**src/rtl/init_seq_pkg.sv**
```systemverilog
// init_seq_pkg: shared types and helpers for the init_sequencer block.
//   init_seq_state_t : sequencer FSM state (3-bit encoding)
//   idx_width()      : width of the step index register for a given step count
package init_seq_pkg;

    typedef enum logic [2:0] {
        StIdle    = 3'd0,
        StDelay   = 3'd1,
        StWaitAck = 3'd2,
        StDone    = 3'd3,
        StFault   = 3'd4
    } init_seq_state_t;

    // A single-step sequencer still needs a 1-bit index register.
    function automatic int unsigned idx_width(input int unsigned steps);
        return (steps > 1) ? $clog2(steps) : 1;
    endfunction

endpackage

```
**src/rtl/init_seq_dncnt.sv**
```systemverilog
// init_seq_dncnt: loadable down-counter that saturates at zero.
//   clk, nrst : clock, synchronous active-low reset (clears count)
//   load      : load load_val (has priority over ena)
//   load_val  : value to load
//   ena       : decrement by one if count is non-zero
//   is_zero   : count == 0
//   is_one    : count == 1
module init_seq_dncnt #(
    parameter int unsigned WIDTH = 16
) (
    input  logic             clk,
    input  logic             nrst,
    input  logic             load,
    input  logic [WIDTH-1:0] load_val,
    input  logic             ena,
    output logic             is_zero,
    output logic             is_one
);

    logic [WIDTH-1:0] count_q, count_d;

    always_comb begin
        count_d = count_q;
        if (load) begin
            count_d = load_val;
        end else if (ena && (count_q != '0)) begin
            count_d = count_q - 1'b1;
        end
    end

    always_ff @(posedge clk) begin
        if (!nrst) begin
            count_q <= '0;
        end else begin
            count_q <= count_d;
        end
    end

    assign is_zero = (count_q == '0);
    assign is_one  = (count_q == WIDTH'(1));

endmodule

```
**src/rtl/init_sequencer.sv**
```systemverilog
// init_sequencer: walks STEPS targets in order; for each one waits a per-step
// delay (suspended while start is low), raises a sticky enable plus a one-cycle
// strobe, then waits for that target's ack with an optional timeout.
//   clk, nrst  : clock, synchronous active-low reset
//   start      : level go; delay phases only advance while high
//   step_ack   : per-target ack level, only bit idx is looked at in WAIT_ACK
//   step_en    : sticky per-target enable (all cleared on fault)
//   step_pulse : one-cycle strobe on each step_en rising edge
//   busy       : in DELAY or WAIT_ACK
//   done       : all steps acked (terminal until reset)
//   fault      : ack timeout (terminal until reset)
//   fault_step : index of the timed-out step, 0 otherwise
module init_sequencer
    import init_seq_pkg::*;
#(
    parameter int unsigned              STEPS       = 4,
    parameter int unsigned              DELAY_W     = 16,
    parameter logic [STEPS*DELAY_W-1:0] STEP_DELAY  = '0,
    parameter int unsigned              TMO_W       = 16,
    parameter int unsigned              ACK_TIMEOUT = 1000
) (
    input  logic                       clk,
    input  logic                       nrst,
    input  logic                       start,
    input  logic [STEPS-1:0]           step_ack,
    output logic [STEPS-1:0]           step_en,
    output logic [STEPS-1:0]           step_pulse,
    output logic                       busy,
    output logic                       done,
    output logic                       fault,
    output logic [$clog2(STEPS+1)-1:0] fault_step
);

    localparam int unsigned      IDX_W    = idx_width(STEPS);
    localparam int unsigned      FS_W     = $clog2(STEPS + 1);
    localparam logic [IDX_W-1:0] LAST_IDX = IDX_W'(STEPS - 1);
    localparam logic [TMO_W-1:0] TMO_LOAD = TMO_W'(ACK_TIMEOUT);

    init_seq_state_t  state_q, state_d;
    logic [IDX_W-1:0] idx_q, idx_d, idx_inc;
    logic [STEPS-1:0] step_en_q, step_en_d;
    logic [STEPS-1:0] step_pulse_q, step_pulse_d;
    logic [FS_W-1:0]  fault_step_q, fault_step_d;
    logic             busy_q, busy_d;
    logic             done_q, done_d;
    logic             fault_q, fault_d;

    logic               d_load, d_ena, d_zero, d_one_unused;
    logic [DELAY_W-1:0] d_load_val;
    logic               t_load, t_ena, t_zero, t_one;

    // Per-step delay table unpacked from the flat parameter vector.
    logic [DELAY_W-1:0] delay_tab [STEPS];
    for (genvar g = 0; g < STEPS; g++) begin : g_delay_tab
        assign delay_tab[g] = STEP_DELAY[g*DELAY_W +: DELAY_W];
    end

    assign idx_inc = idx_q + 1'b1;

    init_seq_dncnt #(
        .WIDTH(DELAY_W)
    ) u_delay_cnt (
        .clk     (clk),
        .nrst    (nrst),
        .load    (d_load),
        .load_val(d_load_val),
        .ena     (d_ena),
        .is_zero (d_zero),
        .is_one  (d_one_unused)
    );

    init_seq_dncnt #(
        .WIDTH(TMO_W)
    ) u_tmo_cnt (
        .clk     (clk),
        .nrst    (nrst),
        .load    (t_load),
        .load_val(TMO_LOAD),
        .ena     (t_ena),
        .is_zero (t_zero),
        .is_one  (t_one)
    );

    always_comb begin
        state_d      = state_q;
        idx_d        = idx_q;
        step_en_d    = step_en_q;
        step_pulse_d = '0;
        fault_step_d = fault_step_q;
        d_load       = 1'b0;
        d_load_val   = delay_tab[0];
        d_ena        = 1'b0;
        t_load       = 1'b0;
        t_ena        = 1'b0;

        unique case (state_q)
            StIdle: begin
                if (start) begin
                    state_d = StDelay;
                    idx_d   = '0;
                    d_load  = 1'b1;
                end
            end
            StDelay: begin
                // An expired delay fires even if start has dropped meanwhile.
                if (d_zero) begin
                    step_en_d[idx_q]    = 1'b1;
                    step_pulse_d[idx_q] = 1'b1;
                    t_load              = 1'b1;
                    state_d             = StWaitAck;
                end else begin
                    d_ena = start;
                end
            end
            StWaitAck: begin
                // Ack is checked first so it wins over a same-edge timeout.
                if (step_ack[idx_q]) begin
                    if (idx_q == LAST_IDX) begin
                        state_d = StDone;
                    end else begin
                        idx_d      = idx_inc;
                        d_load     = 1'b1;
                        d_load_val = delay_tab[idx_inc];
                        state_d    = StDelay;
                    end
                end else if (!t_zero) begin
                    // A zero count here only happens with timeout disabled.
                    if (t_one) begin
                        state_d      = StFault;
                        step_en_d    = '0;
                        fault_step_d = FS_W'(idx_q);
                    end else begin
                        t_ena = 1'b1;
                    end
                end
            end
            StDone, StFault: begin
            end
            default: begin
                state_d = StIdle;
            end
        endcase

        busy_d  = (state_d == StDelay) || (state_d == StWaitAck);
        done_d  = (state_d == StDone);
        fault_d = (state_d == StFault);
    end

    always_ff @(posedge clk) begin
        if (!nrst) begin
            state_q      <= StIdle;
            idx_q        <= '0;
            step_en_q    <= '0;
            step_pulse_q <= '0;
            fault_step_q <= '0;
            busy_q       <= 1'b0;
            done_q       <= 1'b0;
            fault_q      <= 1'b0;
        end else begin
            state_q      <= state_d;
            idx_q        <= idx_d;
            step_en_q    <= step_en_d;
            step_pulse_q <= step_pulse_d;
            fault_step_q <= fault_step_d;
            busy_q       <= busy_d;
            done_q       <= done_d;
            fault_q      <= fault_d;
        end
    end

    assign step_en    = step_en_q;
    assign step_pulse = step_pulse_q;
    assign fault_step = fault_step_q;
    assign busy       = busy_q;
    assign done       = done_q;
    assign fault      = fault_q;

endmodule
```
**config.mk**
```make
export PLATFORM = sky130hd
export DESIGN_NAME = init_sequencer
export DESIGN_NICKNAME = d
export VERILOG_FILES = /design/src/rtl/init_seq_pkg.sv /design/src/rtl/init_seq_dncnt.sv /design/src/rtl/init_sequencer.sv
export SDC_FILE = /design/constraint.sdc
export NUM_CORES = 1
export LEC_CHECK = 0
export CORE_MARGIN = 1.5
export CORE_UTILIZATION = 40
export CTS_CLUSTER_DIAMETER = 200
export DETAILED_ROUTE_END_ITERATION = 6
export PLACE_DENSITY = 0.71
export SLEW_MARGIN = 10
export SYNTH_ARGS = -nofsm -noshare
export SYNTH_HDL_FRONTEND = slang
export SYNTH_SLANG_ARGS = --single-unit
```
**constraint.sdc**
```tcl
create_clock -name clk -period 2.1 [get_ports clk]
set_input_delay 0.63 -clock clk [delete_from_list [all_inputs] [get_ports clk]]
set_output_delay 0.63 -clock clk [all_outputs]
set_load 0.02 [all_outputs]
```
==> results of run 1 <==
==> what timing repair did <==
item,4_1_cts,5_1_grt
setup buffers,2,1
hold buffers,0,0
resized for setup,20,24
pin swaps,4,5
endpoints found under the setup margin,41,39
==> per-stage QoR <==
step                cell area (um^2)  worst slack (ns)  power, mW  setup TNS (ns)
floorplan                       2650           -0.0520       2.97          -0.308
global placement                3200            -0.530       3.86          -17.70
detailed placement              3200            -0.558       3.92          -18.52
CTS                             3360           -0.0328       4.72         -0.0328
global route                    3460           -0.0966       5.32          -0.427
finish                          3460           -0.0159       4.94         -0.0159
==> sequential cells by signal, summed over array words and instances (netlist names) <==
signal	count
fault	1
done	1
fault_step	2
u_delay_cnt.count_q	16
u_tmo_cnt.count_q	16
idx_q	2
step_pulse	4
state_q	3
busy	1
step_en	4
==> cells by family after synthesis <==
kind of cell	Yosys count	share of synthesized area
xor gates and xnor gates	8	0.0268
and+or+nand+nor	125	0.268
AOI/OAI and AO/OA	66	0.193
DFF	50	0.383
adders and majority gates	8	0.0383
muxes	10	0.0435
other	1	0.00143
buffers and inverters	30	0.0459
==> cell usage after synthesis (all sizes together) (2+ instances only) <==
cell type / number / area share
dfxtp: 50 / 0.38
or2: 9 / 0.022
inv: 13 / 0.019
nor2: 29 / 0.042
a21oi: 15 / 0.029
o31ai: 7 / 0.025
nand2: 18 / 0.026
buf: 4 / 0.0086
nor2b: 2 / 0.0048
ha: 8 / 0.038
nand3: 11 / 0.021
nand4: 6 / 0.014
o211ai: 2 / 0.0057
or4: 11 / 0.034
clkbuf: 13 / 0.019
nor4: 4 / 0.014
o21ai: 8 / 0.015
mux2i: 8 / 0.031
o2111ai: 8 / 0.027
or3: 8 / 0.019
or3b: 3 / 0.010
nor3: 9 / 0.019
a31oi: 8 / 0.019
xor2: 5 / 0.017
nand2b: 5 / 0.012
xnor2: 3 / 0.010
and3: 4 / 0.0096
nand3b: 2 / 0.0057
a2111o: 10 / 0.043
==> path summary, 6_finish.rpt <==
path	startpoint	endpoint	slack, ns
worst max-delay path	step_ack[0]	busy$_SDFF_PN0_	-0.02
worst min-delay path	u_delay_cnt.count_q[1]$_SDFFE_PN0P_	u_delay_cnt.count_q[1]$_SDFFE_PN0P_	0.49
worst max register to register	idx_q[0]$_SDFFE_PN0P_	busy$_SDFF_PN0_	-0.01
worst min register to register	u_delay_cnt.count_q[1]$_SDFFE_PN0P_	u_delay_cnt.count_q[1]$_SDFFE_PN0P_	0.49
==> layout make-up <==
class	instances	area (um^2)
repair buffers	63	554
multi-input cells	218	1650
fillers	559	2890
flip-flops and latches	50	1000
clock buffers	5	68.8
inverters	13	48.8
well taps	77	96.3
clock inverters	3	43.8
==> metal layers <==
| metal | global-route usage | routed length (um) |
|---|---|---|
| met2 | 0.308 | 2930 |
| met3 | 0.0386 | 217 |
| met4 | 0.0596 | 92 |
| met5 | 0 | 0 |
| met1 | 0.223 | 2900 |
==> where the power goes <==
| group | internal [mW] | switching, mW |
|---|---|---|
| registers | 1.16 | 0.177 |
| clock network | 0.358 | 0.340 |
| logic | 1.34 | 1.56 |
==> critical path, cell delays in order <==
cell,delay (ns)
clkdlybuf4s15_1,0.18
mux4_2,0.57
or4_4,0.58
a32oi_4,0.20
mux2i_1,0.21
==> impl_metrics.tcl, run 1 <==
set metrics [dict create \
    crit_path_end_kind "register" \
    violations "setup timing" \
    insertion_delay_ns 0.31 \
    antenna_found_initial 0 \
    grt_max_degree 30 \
    rsz0062_at_grt "yes" \
    cts.clk_slew.worst_paths_ns 0.10 \
    die-height_um 83.9 \
    layout-drive-gt1-share 0.281 \
    viasPerCell 5.65 \
    io_pins 21 \
    post-route-period-util 1.01 \
    core-area_um2 6350 \
    detail_route.iter0.violations 144 \
    dp_cells 419 \
    syn-mean-instance-area_um2 8.78 \
    syn_nets 313 \
    cp-start-kind "input pin" \
    drv_slew 0 \
    wl_per_cell_um 14.3 \
    required_ns 2.35 \
    worstSetupPathType "in2reg" \
    grt_use_total 0.179 \
    fin_crit_ns 2.12 \
    ys_seq_elements 50 \
    synthesis.area_um2 2620 \
    die-area_um2 7040 \
    yosysWarnings 0 \
    setup_viol 1 \
    grt_pass1_vias 2351 \
    rows 29 \
    vias 2423 \
    synthToLayoutAreaGrowth_pct 32.4 \
    routed_wl_mm 6.15 \
    fin_skew_ns 0.00872 \
    final_common_cell "dfxtp_1" \
    finalHoldViolCount 0 \
    async_reset_ff_frac 0 \
    ys_seq_area_frac 0.383 \
    min_delay_path_depth 2 \
    syn_inst 298 \
    ant_nets 0 \
    io_buffers 19 \
    gp_congestion 0.846 \
    cts_tree "done" \
    grt_overflow 0 \
    diodes 0 \
    critPathArrivalTime_ns 2.36 \
    hp-class "reg2reg" \
    cts_max_level 2 \
    firstDrtPassIters 4 \
    cts.sinks 50 \
    static-leakage-power_nw 1.35 \
    grt_pass1_wl_mm 10.4 \
    max_freq_mhz 473 \
    start_util 0.412 \
    dpl.hpwl_mm 4.30 \
    cap_viol_max_count 0 \
    vdd.ir_drop.worst_mv 0.646 \
    hold_ws_ns 0.490 \
    synth-edff-count 0 \
    nets 366 \
    drc_errors 0 \
    fin_ws_ns -0.0159 \
    die_x_um 83.9 \
    cts_buffer_depth 2 \
    cp_max_fo 6 \
    fin_util 0.546 \
    final_cells 429 \
    ys_types 51 \
    layout_common_cells "47 x dfxtp_1, 38 x buf_4, 26 x nor2_1, 17 x nand2_1, 15 x clkdlybuf4s50_1" \
    outcome "finished with violations" \
    ff2ff_path_depth 5 \
    clockRootBuffer "clkbuf_8" \
    power_density_nw_per_um2 1430 \
    cts_buffers 5 \
    dominantRegCellSynth "dfxtp_1" \
]
Power figures use the tool's default switching activity.
==> run 2: changes to the inputs <==
--- a/config.mk
+++ b/config.mk
@@ -9,8 +9,9 @@
 export CORE_UTILIZATION = 40
 export CTS_CLUSTER_DIAMETER = 200
 export DETAILED_ROUTE_END_ITERATION = 6
-export PLACE_DENSITY = 0.71
+export PLACE_DENSITY = 0.7
 export SLEW_MARGIN = 10
 export SYNTH_ARGS = -nofsm -noshare
 export SYNTH_HDL_FRONTEND = slang
+export SYNTH_HIERARCHICAL = 1
 export SYNTH_SLANG_ARGS = --single-unit
==> impl_metrics.tcl, run 2 <==
set metrics [dict create \
    final_common_cell "buf_4" \
    route.met3.wl_um 195 \
    drc_errors 3 \
    synthToLayoutAreaGrowth_pct 64.6 \
    power_density_nw_per_um2 563 \
    fillers 455 \
    fin_skew_ns 0.00567 \
    required_ns 2.35 \
    syn-mean-instance-area_um2 8.32 \
    die-area_um2 7220 \
    gp_congestion 0.863 \
    post-route-period-util 1.10 \
    dp_cells 509 \
    cts_buffers 5 \
    holdBufCountCts 0 \
    cts_tree "done" \
    die-height_um 85.0 \
    reg.largest.list "u_delay_cnt/count_q x16, u_tmo_cnt/count_q x16" \
    worstSetupPathType "in2reg" \
    dpl.hpwl_mm 4.99 \
    static-leakage-power_nw 1.70 \
    yosysWarnings 6 \
    critPathArrivalTime_ns 2.55 \
    hp-class "reg2reg" \
    start_util 0.418 \
    final_cells 536 \
    drv_slew 0 \
    ant_nets 0 \
    antenna_found_initial 0 \
    outcome "finished with violations" \
    cp-start-kind "input pin" \
    cts_max_level 2 \
    hold_ws_ns 0.500 \
    top_layer_used "met4" \
    core-area_um2 6420 \
    tns_ns -2.61 \
    fin_util 0.689 \
    layout-drive-gt1-share 0.458 \
    grt_pass1_wl_mm 13.1 \
    syn_inst 323 \
    cp_max_fo 3 \
    rows 29 \
    post_dp_cell_area_um2 3740 \
    fin_ws_ns -0.201 \
    wl_met2_mm 4.64 \
    setup_viol 39 \
    vias 2890 \
    vdd.ir_drop.worst_mv 0.348 \
    clockRootBuffer "clkbuf_8" \
    grt_pass1_vias 2783 \
    nets 472 \
    finalInstanceArea_um2 4420 \
    grt_use_total 0.225 \
    crit_path_end_kind "register" \
    maxSlewHeadroom 0.494 \
    routed_wl_mm 8.68 \
    wl_met1_mm 3.67 \
    die_x_um 85.0 \
    detail_route.iter0.violations 120 \
    violations "DRC, setup timing" \
    layout_common_cells "75 x buf_4, 39 x dfxtp_1, 33 x conb_1, 18 x xnor2_1, 17 x a21oi_1" \
    grt_overflow 0 \
    viasPerCell 5.39 \
    firstDrtPassIters 6 \
    rsz0062_at_grt "yes" \
    grt_max_degree 30 \
    finalHoldViolCount 0 \
    pre_cts_slack_ns -0.689 \
    totalPowerFinal_mw 2.49 \
    synthesis.area_um2 2690 \
    cts_buffer_depth 2 \
    fin_crit_ns 2.30 \
    cap_viol_max_count 0 \
    insertion_delay_ns 0.31 \
    io_buffers 19 \
    cts.sinks 50 \
    io_pins 21 \
    diodes 0 \
    tightest_slew_ns 0.752 \
    max_freq_mhz 435 \
    cts.clk_slew.worst_paths_ns 0.10 \
    wl_per_cell_um 16.2 \
]
[run 2: final timing paths]
kind	startpoint	end	slack [ns]	cells after the start
setup / recovery	step_ack[3]	u_tmo_cnt/count_q[6]$_SDFFE_PN0P_	-0.20	9
setup reg to reg	idx_q[0]$_SDFFE_PN0P_	u_tmo_cnt/count_q[6]$_SDFFE_PN0P_	-0.19	8
hold reg to reg	step_en[2]$_SDFFE_PN0P_	step_en[2]$_SDFFE_PN0P_	0.50	2
hold / removal	step_en[2]$_SDFFE_PN0P_	step_en[2]$_SDFFE_PN0P_	0.50	2
[run 2: worst max-delay path: stages]
cell      delay [ns]
buf_2           0.09
mux4_2          0.52
nor4_4          0.28
nand3b_1        0.16
buf_4           0.16
or4_4           0.43
nor2_2          0.09
nand2_1         0.08
a21oi_2         0.11
[run 2: where the power goes]
part	total (mW)	switching [mW]	internal (mW)
registers	1.02	0.0275	0.994
clock network	0.711	0.353	0.358
logic	0.759	0.396	0.363
[run 2: timing repair]
action | 4_1_cts | 5_1_grt
setup endpoints to repair | 47 | 47
gates cloned | 2 | 0
gates resized for setup | 65 | 53
buffers inserted | 12 | 7
pin swaps | 32 | 36
[run 2: cell type report]
cell class,instances,area [um^2],share of cell area
multi-input cells,276,2170,0.490
flip-flops and latches,50,1010,0.229
repair buffers,110,963,0.218
well taps,77,96.3,0.0218
clock buffers,5,68.8,0.0156
inverters,15,68.8,0.0156
clock inverters,3,43.8,0.00990
[run 2: per-layer routing]
| metal | vias up | global-route usage |
|---|---|---|
| met5 | - | 0 |
| met4 | 0 | 0.0805 |
| li1 | 1406 | - |
| met3 | 17 | 0.0331 |
| met2 | 47 | 0.390 |
| met1 | 1420 | 0.283 |
==> run 3: changes to the inputs <==
--- a/config.mk
+++ b/config.mk
@@ -8,6 +8,7 @@
 export CORE_MARGIN = 1.5
 export CORE_UTILIZATION = 40
 export CTS_CLUSTER_DIAMETER = 200
+export CTS_CLUSTER_SIZE = 10
 export DETAILED_ROUTE_END_ITERATION = 6
 export PLACE_DENSITY = 0.7
 export SLEW_MARGIN = 10
==> results of run 3 <==
The final DEF is identical to that of run 2; final timing and power are the same.
